<file path="src/rtl/coin_acceptor.sv">
// Coin sensor front end: 2-flop synchronisers, per-channel debounce, 2-entry coin FIFO, paced code output.
// Optional emitted-value tally register enabled by defining COIN_ACCEPTOR_TALLY_EN.
module coin_acceptor #(
    parameter int unsigned DEBOUNCE_CYCLES = 4,
    parameter int unsigned GAP_CYCLES      = 2
) (
    input  logic       clk,
    input  logic       rst,
    input  logic       coin5_raw,
    input  logic       coin10_raw,
    input  logic       enable,
    output logic [1:0] coin_code,
    output logic       reject
`ifdef COIN_ACCEPTOR_TALLY_EN
    ,
    output logic [7:0] tally
`endif
);

    typedef enum logic [1:0] {IDLE, EMIT, GAP} state_t;

    localparam logic [3:0] DEB_LAST = 4'(DEBOUNCE_CYCLES - 1);
    localparam logic [2:0] GAP_LAST = 3'(GAP_CYCLES - 1);

    // bit 0 = 5-unit channel, bit 1 = 10-unit channel
    logic [1:0] sync_m, sync_s, d, d_q, ev;
    logic [3:0] cnt [2];

    logic [1:0] mem;
    logic       wp, rp;
    logic [1:0] count, free;
    logic       head;

    logic       push5, push10, rej5, rej10, rej_pend;
    logic       pop, can_pop, gap_last;
    logic [2:0] gap_cnt;
    state_t     state, state_nxt;

    always_ff @(posedge clk or posedge rst) begin
        if (rst) begin
            sync_m <= '0;
            sync_s <= '0;
            d      <= '0;
            d_q    <= '0;
            cnt[0] <= '0;
            cnt[1] <= '0;
        end else begin
            sync_m <= {coin10_raw, coin5_raw};
            sync_s <= sync_m;
            d_q    <= d;
            for (int unsigned i = 0; i < 2; i++) begin
                if (sync_s[i] == d[i]) begin
                    cnt[i] <= '0;
                end else if (cnt[i] == DEB_LAST) begin
                    d[i]   <= sync_s[i];
                    cnt[i] <= '0;
                end else begin
                    cnt[i] <= cnt[i] + 4'd1;
                end
            end
        end
    end

    assign ev   = d & ~d_q;
    assign head = mem[rp];

    // A same-cycle pop counts as a free slot; the 5-unit coin claims space first.
    always_comb begin
        free   = 2'd2 - count + 2'(pop);
        push5  = ev[0] & enable & (free != 2'd0);
        push10 = ev[1] & enable & (free > 2'(push5));
        rej5   = ev[0] & ~push5;
        rej10  = ev[1] & ~push10;
    end

    always_ff @(posedge clk or posedge rst) begin
        if (rst) begin
            mem      <= '0;
            wp       <= 1'b0;
            rp       <= 1'b0;
            count    <= '0;
            rej_pend <= 1'b0;
            reject   <= 1'b0;
        end else begin
            if (push5)  mem[wp] <= 1'b0;
            if (push10) mem[wp ^ push5] <= 1'b1;
            wp       <= wp ^ (push5 ^ push10);
            rp       <= rp ^ pop;
            count    <= count + 2'(push5) + 2'(push10) - 2'(pop);
            rej_pend <= rej5 & rej10;
            reject   <= rej5 | rej10 | rej_pend;
        end
    end

    assign can_pop  = enable & (count != 2'd0);
    assign gap_last = (gap_cnt == GAP_LAST);

    // The last GAP cycle may pop directly so codes can repeat every 1+GAP_CYCLES cycles.
    always_comb begin
        state_nxt = state;
        pop       = 1'b0;
        unique case (state)
            IDLE: begin
                if (can_pop) begin
                    pop       = 1'b1;
                    state_nxt = EMIT;
                end
            end
            EMIT: state_nxt = GAP;
            GAP: begin
                if (gap_last) begin
                    if (can_pop) begin
                        pop       = 1'b1;
                        state_nxt = EMIT;
                    end else begin
                        state_nxt = IDLE;
                    end
                end
            end
            default: state_nxt = IDLE;
        endcase
    end

    always_ff @(posedge clk or posedge rst) begin
        if (rst) begin
            state     <= IDLE;
            gap_cnt   <= '0;
            coin_code <= '0;
        end else begin
            state     <= state_nxt;
            coin_code <= pop ? (head ? 2'd2 : 2'd1) : 2'd0;
            if (state != GAP)  gap_cnt <= '0;
            else if (!gap_last) gap_cnt <= gap_cnt + 3'd1;
        end
    end

`ifdef COIN_ACCEPTOR_TALLY_EN
    logic [8:0] tally_sum;
    assign tally_sum = {1'b0, tally} + {7'b0, coin_code};

    always_ff @(posedge clk or posedge rst) begin
        if (rst)                     tally <= '0;
        else if (coin_code != 2'd0)  tally <= tally_sum[8] ? 8'hFF : tally_sum[7:0];
    end
`endif

endmodule

</file>
<file path="config.mk">
export PLATFORM = sky130hd
export DESIGN_NAME = coin_acceptor
export DESIGN_NICKNAME = d
export VERILOG_FILES = /design/src/rtl/coin_acceptor.sv
export SDC_FILE = /design/constraint.sdc
export NUM_CORES = 1
export LEC_CHECK = 0
export ABC_AREA = 1
export BUFFER_PORTS_ARGS = -buffer_cell sky130_fd_sc_hd__buf_2
export CAP_MARGIN = 20
export CORE_UTILIZATION = 50
export DETAILED_ROUTE_END_ITERATION = 8
export GPL_TIMING_DRIVEN = 0
export HOLD_SLACK_MARGIN = 0.06
export PLACE_DENSITY = 0.66
export SLEW_MARGIN = 20
export SYNTH_ARGS = -nofsm -noshare
export SYNTH_HDL_FRONTEND = slang
export SYNTH_SLANG_ARGS = --single-unit
</file>
<file path="constraint.sdc">
create_clock -name clk -period 3.4 [get_ports clk]
set_input_delay 0.51 -clock clk [delete_from_list [all_inputs] [get_ports clk]]
set_output_delay 0.51 -clock clk [all_outputs]
set_load 0.02 [all_outputs]
</file>
# Yosys cells after proc, flatten, opt, wreduce, memory -nomap -nowiden

Cells that the tools add are included.

$add $sub $neg: 8
$mul: 0
Divide/modulo/power cells: 0
Order comparisons: 6
Eq/ne operators: 11
Shift operators: 0
Mux-type cells: 23
Bitwise gates (word level): 23
Reduce and logical (&&, ||, !) cells: 8

Operators by type and width:

| cell                                                                          | count |
|---|---|
| 4-bit two-way mux                                                             | 4 |
| 2-bit two-way mux                                                             | 6 |
| 4-bit by 1-bit adder with 4-bit output (second input constant)                | 2 |
| 1-bit AND                                                                     | 8 |
| 4-bit by 2-bit == test with 1-bit output (second input constant)              | 2 |
| 1-bit two-way mux                                                             | 7 |
| 2-bit by 1-bit adder with 2-bit output                                        | 3 |
| 1-bit by 2-bit less-than comparator with 1-bit output (second input constant) | 3 |
| 3-bit two-way mux                                                             | 2 |
| 2-bit != test (second input constant)                                         | 3 |
| 2-bit one-hot mux with 3 select lines                                         | 1 |
| 2-bit AND reduction                                                           | 3 |
| 2-bit AND                                                                     | 2 |
| 1-bit inverter                                                                | 4 |
| 2-bit inverter                                                                | 2 |
| 2-bit nonzero test                                                            | 2 |
| 1-bit bitwise XOR                                                             | 4 |
| 3-bit by 1-bit adder with 3-bit output (second input constant)                | 1 |
| 3-bit by 1-bit == test with 1-bit output (second input constant)              | 1 |
| 1-bit demux with 1-bit select                                                 | 2 |
| 1-bit == test                                                                 | 2 |
| 2-bit by 1-bit == test with 1-bit output (second input constant)              | 1 |
| 2-bit == test (second input constant)                                         | 1 |
| 1-bit greater-or-equal comparator (second input constant)                     | 2 |
| 9 further kinds                                                               | 11 |

Flip-flop bits (word level): 31
Bits in latches: 0
RAM bits: 0
Memory bits (read-only): 0
Input port bits: 5
Output and inout port bits: 3
Word-level logic and storage cells: 95
Memories kept: 0

# Depth between registers and ports, before layout

Gate-level depths: netlist (run 1).

Depth in word-level cells: 15
Gate-level depth with buffers: 15
Depth with buffers taken out: 15

# Least setup slack after synthesis (run 1)

OpenSTA, ideal clock, no wires.

Kind: register to register
Start: register gap_cnt[1]
End: register count[1]
Setup time: 79 ps
Arrival: 2451 ps
Required time: 3321 ps
Slack: 870 ps
Stages on the path, launching flop included: 16
Buffers on the path: 0
Clock period less this slack: 2530 ps
Path through: dfrtp_1 > inv_1 > ha_1 > nand2_1 > nand2_1 > nand3_1 > ha_1 > inv_1 > nand2_4 > nand3_2 > nand2_2 > ha_1 > inv_1 > fa_1 > xnor2_1 > xor2_1

Cells in the longest elaborated chain, start to end: 10
Elaborated cells on any way between the ends: 11
Those cells by class: 4 x add/sub; 1 x order compare; 1 x eq/ne; 2 x mux; 2 x bitwise; 1 x reduce/logical

RTL lines:

| what                                            | line | source |
|---|---|---|
| from (decl)                                     | 36   | `logic [2:0] gap_cnt;` |
| from (signal assigned)                          | 133  | `else if (!gap_last) gap_cnt <= gap_cnt + 3'd1;` |
| 3-bit by 1-bit == test with 1-bit output (*)    | 96   | `assign gap_last = (gap_cnt == GAP_LAST);` |
| 1-bit two-way mux (*)                           | 111  | `if (gap_last) begin` |
| 1-bit one-hot mux with 2 select lines (*)       | 102  | `unique case (state)` |
| 2-bit by 1-bit adder with 2-bit output          | 69   | `free = 2'd2 - count + 2'(pop);` |
| 2-bit nonzero test                              | 70   | `push5 = ev[0] & enable & (free != 2'd0);` |
| 1-bit AND                                       | 70   |  |
| 2-bit by 1-bit > comparator with 1-bit output   | 71   | `push10 = ev[1] & enable & (free > 2'(push5));` |
| 1-bit AND                                       | 71   |  |
| 2-bit by 1-bit adder with 2-bit output          | 89   | `count <= count + 2'(push5) + 2'(push10) - 2'(pop);` |
| 2-bit by 1-bit subtractor with 2-bit output (*) | 89   |  |
| to (signal assigned)                            | 89   |  |
| to (decl)                                       | 31   | `logic [1:0] count, free;` |

Every way passes the cells marked *; elsewhere a longest branch is shown, timed or not.
A chain may end at the register's enable or synchronous reset.

# Worst setup path in the final report (run 1)

Same ends and word-level chain as after synthesis.

==> metrics.txt, run 1 <==
PostCTS Resize Cnt=0; Fillers=between 200 and 250; IO Pins=8; GR Util met2=a little over a quarter; setup bufs post-CTS=0; Power, Total=between 1000 and 1500 uW; total track usage=between 10% and 20%; number of max-cap violations=0; cells after synthesis=between 100 and 150; WL final=approximately 2000 um; worst skew pair latency=0.32 ns; GRT met1 Usage=between 10% and 20%; GRT overflow=0; Synth Cell Area=around 1400 um^2; Die W=between 50 and 60 um; Synth Area per Inst=roughly 10 um^2; Die ar.=2930 um^2; RSZ-0062 raised after global routing=no; Largest regs=cnt: 8 flops, gap_cnt: 3 flops; Yosys reg bits=31; total CTS buffers=5; fmax=358 MHz; outcome=completed; Hold WC Path Type=in -> async; Max IR drop VDD=0.581 mV; Final Hold Vio Count=0; P_leak=approximately 0.00082 uW; Std-Cell Rows=18; Layout area overhead=13.7%; hold buffers post-CTS=0; critical path class=reg -> reg; Vias=~910; global-route wire length before repair=3370 um; Cell Pwr Density=897 nW/um^2; DRC viols=0; Nets=~160; wire per inst=around 11 um; placed cell areas=about 1500 um^2; vias in the first global route=roughly 850; root buf cell=clkbuf_4; Post-Synthesis Net Count=roughly 150; GR peak layer=met2; Largest register FFs=8; crit-path max FO=6; share of cells above drive strength 1=16.3%; synth unique cells=19; total negative setup slack=0 ns; Reg clk slew, reported paths=approximately 0.090 ns; port bufs=7; Slew Viols, Final=0; CTS H-tree depth=2; clock skew=between 0.005 and 0.006 ns; worst endpoint data arrival time=between 3 and 4 ns; worst-margin pin slew=0.694 ns; Slew Limit Headroom=a little over half; post-layout util=around three fifths; Reg with most FFs=cnt; startpoint types=flip-flop; met3 Use GR=6.50%; ANT cells=0; via/cell ratio=4.95; Tcrit/Tclk final=82.2%; Detail Placement HPWL=between 1000 and 1500 um; initial antenna violation count=0; CTS Sinks=31; gpl congestion=approximately 0.75; Final ANT Viol Nets=0; Initial DRC Count=16; die height=about 54 um; final setup fails=0; largest net degree at the start of global routing=17; Period minus WS final=2.79 ns; CORE AREA=between 2000 and 3000 um^2; CP Capture Type=flip-flop; sequential fraction of the synthesis area=between 50% and 60%; clk buf depth=2; Worst EP required=about 3.7 ns; Initial Util=53.9%; CTS tree=done; Design Area, Final=roughly 1500 um^2; Syn. warnings=0; drt pass-1 iters=4
[metal layers]
| layer | vias to the layer above | wire length [um] |
|---|---|---|
| li1 | 454 | - |
| met1 | 433 | 914 |
| met2 | 11 | 935 |
| met3 | 8 | 77 |
| met4 | 0 | 64 |
| met5 | - | 0 |
[synth_stat cells, drive strengths merged]
cell,count,area (um^2)
dfrtp,31,776
nand2,25,106
inv,23,86.3
nor2,20,82.6
nand3,12,65.1
ha,6,75.1
xnor2,6,52.6
xor2,4,35.0
o21ai,3,15.0
a21oi,2,10.0
mux2,2,22.5
fa,1,20.0
o22ai,1,6.26
or2,1,6.26
[critical path: stages (launching register included)]
cell and delay, ns:
dfrtp_1 0.39, inv_1 0.08, ha_1 0.17, nand2_1 0.09, nand2_1 0.06, nand3_1 0.21
ha_1 0.29, inv_1 0.12, nand2_4 0.06, nand3_2 0.09, nand2_2 0.10, ha_1 0.28
inv_1 0.05, fa_1 0.39, xnor2_1 0.19, xor2_1 0.16
[path summary, 6_finish.rpt]
path | end | cells past startpoint | slack [ns] | startpoint
hold / removal | cnt[0]$_DFF_PP0_ | 2 | 0.28 | rst
setup / recovery | count[1]$_DFF_PP0_ | 15 | 0.61 | gap_cnt[1]$_DFFE_PP0P_
setup reg to reg | count[1]$_DFF_PP0_ | 15 | 0.61 | gap_cnt[1]$_DFFE_PP0P_
max in group asynchronous | sync_s[0]$_DFF_PP0_ | 3 | 2.61 | rst
hold reg to reg | sync_s[1]$_DFF_PP0_ | 0 | 0.36 | sync_m[1]$_DFF_PP0_
min in group clk | sync_m[1]$_DFF_PP0_ | 1 | 0.28 | coin10_raw
[where the power goes]
group / internal [uW] / switching [uW] / total (uW)
registers: 500 / 83.0 / 583
clock network: 174 / 121 / 294
logic: 206 / 303 / 510
[cells in the final DEF (no fill, tap or decap)]
| cell | instances |
|---|---|
| nor2_1 | 19 |
| o22ai_1 | 1 |
| nand2_4 | 1 |
| inv_1 | 22 |
| clkinv_2 | 1 |
| buf_2 | 7 |
| mux2_2 | 2 |
| clkbuf_4 | 5 |
| nand3_1 | 11 |
| dfrtp_1 | 31 |
| inv_2 | 1 |
| fa_1 | 1 |
| or2_2 | 1 |
| xor2_1 | 4 |
| buf_16 | 1 |
| ha_1 | 6 |
| nand2_2 | 2 |
| nand3_2 | 1 |
| bufinv_16 | 1 |
| nand2_1 | 22 |
| o21ai_0 | 3 |
| a21oi_1 | 2 |
| clkbuf_8 | 1 |
| nor2_4 | 1 |
| xnor2_1 | 6 |
[final cells by class]
type,count,area [um^2],share of cell area (%)
flip-flops and latches,31,776,50.2
multi-input cells,83,497,32.1
inverters,23,86.3,5.59
repair buffers,8,62.6,4.05
clock buffers,6,51.3,3.32
well taps,30,37.5,2.43
clock inverters,2,35.0,2.27
[through the flow]
stage / setup WS (ns) / instances / hold slack, ns
after CTS: 0.567 / 183 / 0.272
after floorplan: 0.870 / 137 / 0.331
after detailed placement: 0.595 / 175 / 0.336
after global placement: 0.640 / 174 / 0.333
final: 0.605 / 183 / 0.284
after global routing: 0.340 / 183 / 0.251
[kinds of logic after synthesis]
kind of cell	after synthesis	share of synthesized area, %
xor gates and xnor gates	10	6.45
adders and majority gates	7	7.00
and+or+nand+nor	58	19.2
AOI/OAI and AO/OA	6	2.30
muxes	2	1.66
DFF	31	57.1
buffers and inverters	23	6.35
No activity file was read; power rests on OpenSTA's default activity.
==> run 2, diff against run 1 <==
--- a/config.mk
+++ b/config.mk
@@ -12,7 +12,7 @@
 export DETAILED_ROUTE_END_ITERATION = 8
 export GPL_TIMING_DRIVEN = 0
 export HOLD_SLACK_MARGIN = 0.06
-export PLACE_DENSITY = 0.66
+export PLACE_DENSITY = 0.68
 export SLEW_MARGIN = 20
 export SYNTH_ARGS = -nofsm -noshare
 export SYNTH_HDL_FRONTEND = slang
==> constraint.sdc (replaced) <==
create_clock -name clk -period 2.5 [get_ports clk]
set_input_delay 0.375 -clock clk [delete_from_list [all_inputs] [get_ports clk]]
set_output_delay 0.375 -clock clk [all_outputs]
set_load 0.02 [all_outputs]
==> metrics.txt, run 2 (synthesis gave the netlist of run 1 again) <==
outcome=completed (unchanged); WL final=2190 um (was 1990 um); worst endpoint data arrival time=2.60 ns (was 3.04 ns); Initial Util=53.9% (unchanged); fmax=417 MHz (was 358 MHz); die height=54.1 um (unchanged); CTS tree=done (unchanged); Tcrit/Tclk final=96.0% (was 82.2%); total negative setup slack=0 ns (unchanged); Final Hold Vio Count=0 (unchanged); via/cell ratio=4.81 (was 4.95); Reg with most FFs=cnt (unchanged); largest net degree at the start of global routing=20 (was 17); Fin Hold WS=0.0907 ns (was 0.284 ns); final setup fails=0 (unchanged); critical path class=reg -> reg (unchanged); drt pass-1 iters=4 (unchanged); Detail Placement HPWL=1570 um (was 1500 um); ANT cells=0 (unchanged); IO Pins=8 (unchanged); Cell Pwr Density=1290 nW/um^2 (was 897 nW/um^2); gpl congestion=0.769 (was 0.747); initial antenna violation count=0 (unchanged); Die W=54.1 um (unchanged); Worst EP required=2.70 ns (was 3.65 ns); global-route wire length before repair=3460 um (was 3370 um); GRT overflow=0 (unchanged); total CTS buffers=5 (unchanged); combinational power share=39.9% (was 36.7%); Max IR drop VDD=0.926 mV (was 0.581 mV); Slew Limit Headroom=62.6% (was 53.7%); Period minus WS final=2.40 ns (was 2.79 ns); hold buffers post-CTS=0 (unchanged); Nets=168 (was 164); Slew Viols, Final=0 (unchanged); Final ANT Viol Nets=0 (unchanged); Internal=1370 uW (was 880 uW); CTS Sinks=31 (unchanged); Seq pwr share=37.9% (was 42.0%); CP Capture Type=flip-flop (unchanged); Clock Power Share=22.2% (was 21.2%); Largest register FFs=8 (unchanged); share of cells above drive strength 1=24.2% (was 16.3%); vias in the first global route=841 (was 849); Std-Cell Rows=18 (unchanged); P_leak=0.000848 uW (was 0.000820 uW); port bufs=7 (unchanged); Final Non-Filler Cells=187 (was 183); clock skew=0.00790 ns (was 0.00568 ns); wire per inst=11.7 um (was 10.9 um); total track usage=17.9% (was 17.5%); Layout area overhead=21.7% (was 13.7%); Reg clk slew, reported paths=0.09 ns (about the same); Vias=899 (was 906); number of max-cap violations=0 (unchanged); worst-margin pin slew=0.560 ns (was 0.694 ns); Power, Total=2130 uW (was 1390 uW); crit-path max FO=4 (was 6); placed cells=175 (unchanged); root buf cell=clkbuf_4 (unchanged); commonest non-fill, non-tap cell in the layout=dfrtp_1 (unchanged); worst skew pair latency=0.32 ns (about the same); post-layout util=65.6% (was 61.3%); Initial DRC Count=4 (was 16); most frequent cells in the layout=30 x dfrtp_1, 20 x inv_1, 20 x nand2_1 (was 31 x dfrtp_1, 22 x inv_1, 22 x nand2_1); clk buf depth=2 (unchanged); startpoint types=flip-flop (unchanged); Largest regs=cnt: 8 flops, gap_cnt: 3 flops (unchanged); DRC viols=0 (unchanged); Die ar.=2930 um^2 (unchanged); Sw Ratio=35.6% (was 36.6%); Hold WC Path Type=in -> async (unchanged); switching power total=761 uW (was 507 uW); CORE AREA=2520 um^2 (unchanged); CTS H-tree depth=2 (unchanged)
run 2: cell types whose count changed in the layout (fill, tap and decap cells not counted), sizes merged:
| cell | before | now |
|---|---|---|
| bufinv | 1 | 2 |
| buf | 8 | 12 |
| clkinv | 1 | 0 |
run 2: timing repair:
| item | CTS | global route |
|---|---|---|
| pin swaps | 4 | 2 |
| endpoints found under the setup margin | 1 | 1 |
| buffers inserted | 2 | 2 |
| gates resized for setup | 9 | 5 |
run 2: worst paths after layout:
path,from,endpoint,slack [ns],depth (start not counted)
setup / recovery,gap_cnt[0]$_DFFE_PP0P_,count[1]$_DFF_PP0_,0.1,13
hold reg to reg,sync_m[0]$_DFF_PP0_,sync_s[0]$_DFF_PP0_,0.36,0
max in group asynchronous,rst,mem[1]$_DFF_PP0_,1.93,3
min in group clk,coin10_raw,sync_m[1]$_DFF_PP0_,0.16,1
setup reg to reg,gap_cnt[0]$_DFFE_PP0P_,count[1]$_DFF_PP0_,0.1,13
hold / removal,rst,cnt[2]$_DFF_PP0_,0.09,2
run 2: critical path, stage by stage, from the launching register on:
cell and delay, ns:
dfrtp_2 0.44, ha_4 0.17, nand2_2 0.08, nand2_2 0.06
nand3_4 0.09, ha_4 0.16, nand2_1 0.10, nand3_4 0.12
nand2_2 0.07, ha_1 0.28, inv_1 0.05, fa_2 0.35
xnor2_2 0.15, xor2_1 0.16
run 2: final cells by class:
type | instances | area, um^2
Fill cell | 210 | 868
Inverter | 23 | 88.8
Timing Repair Buffer | 12 | 92.6
Multi-Input combinational cell | 83 | 557
Clock inverter | 2 | 60.1
Tap cell | 30 | 37.5
Clock buffer | 6 | 41.3
Sequential cell | 31 | 777
run 2: through the flow:
| step | instance area [um^2] | setup slack (ns) |
|---|---|---|
| 5_1_grt | 1650 | -0.00391 |
| 4_1_cts | 1620 | 0.00750 |
| 2_1_floorplan | 1360 | 0.0237 |
| 3_5_place_dp | 1460 | -0.256 |
| 3_3_place_gp | 1440 | -0.116 |
| 6_report | 1650 | 0.0994 |
run 2: power by group through the flow:
stage	Combinational, uW	Clock (uW)	Sequential, uW
3_3_place_gp	657	0	796
6_report	851	474	809
2_1_floorplan	541	0	807
4_1_cts	792	489	807
3_5_place_dp	701	0	809
5_1_grt	968	512	833
run 2: routing by layer:
metal | GRT usage [%] | vias up | wire length [um] | part of all wire [%]
li1 | - | 460 | - | -
met1 | 19.9 | 419 | 932 | 43
met2 | 28.0 | 13 | 1120 | 51
met3 | 7.34 | 7 | 84 | 3.8
met4 | 11.1 | 0 | 44 | 2.0
met5 | 0 | - | 0 | 0
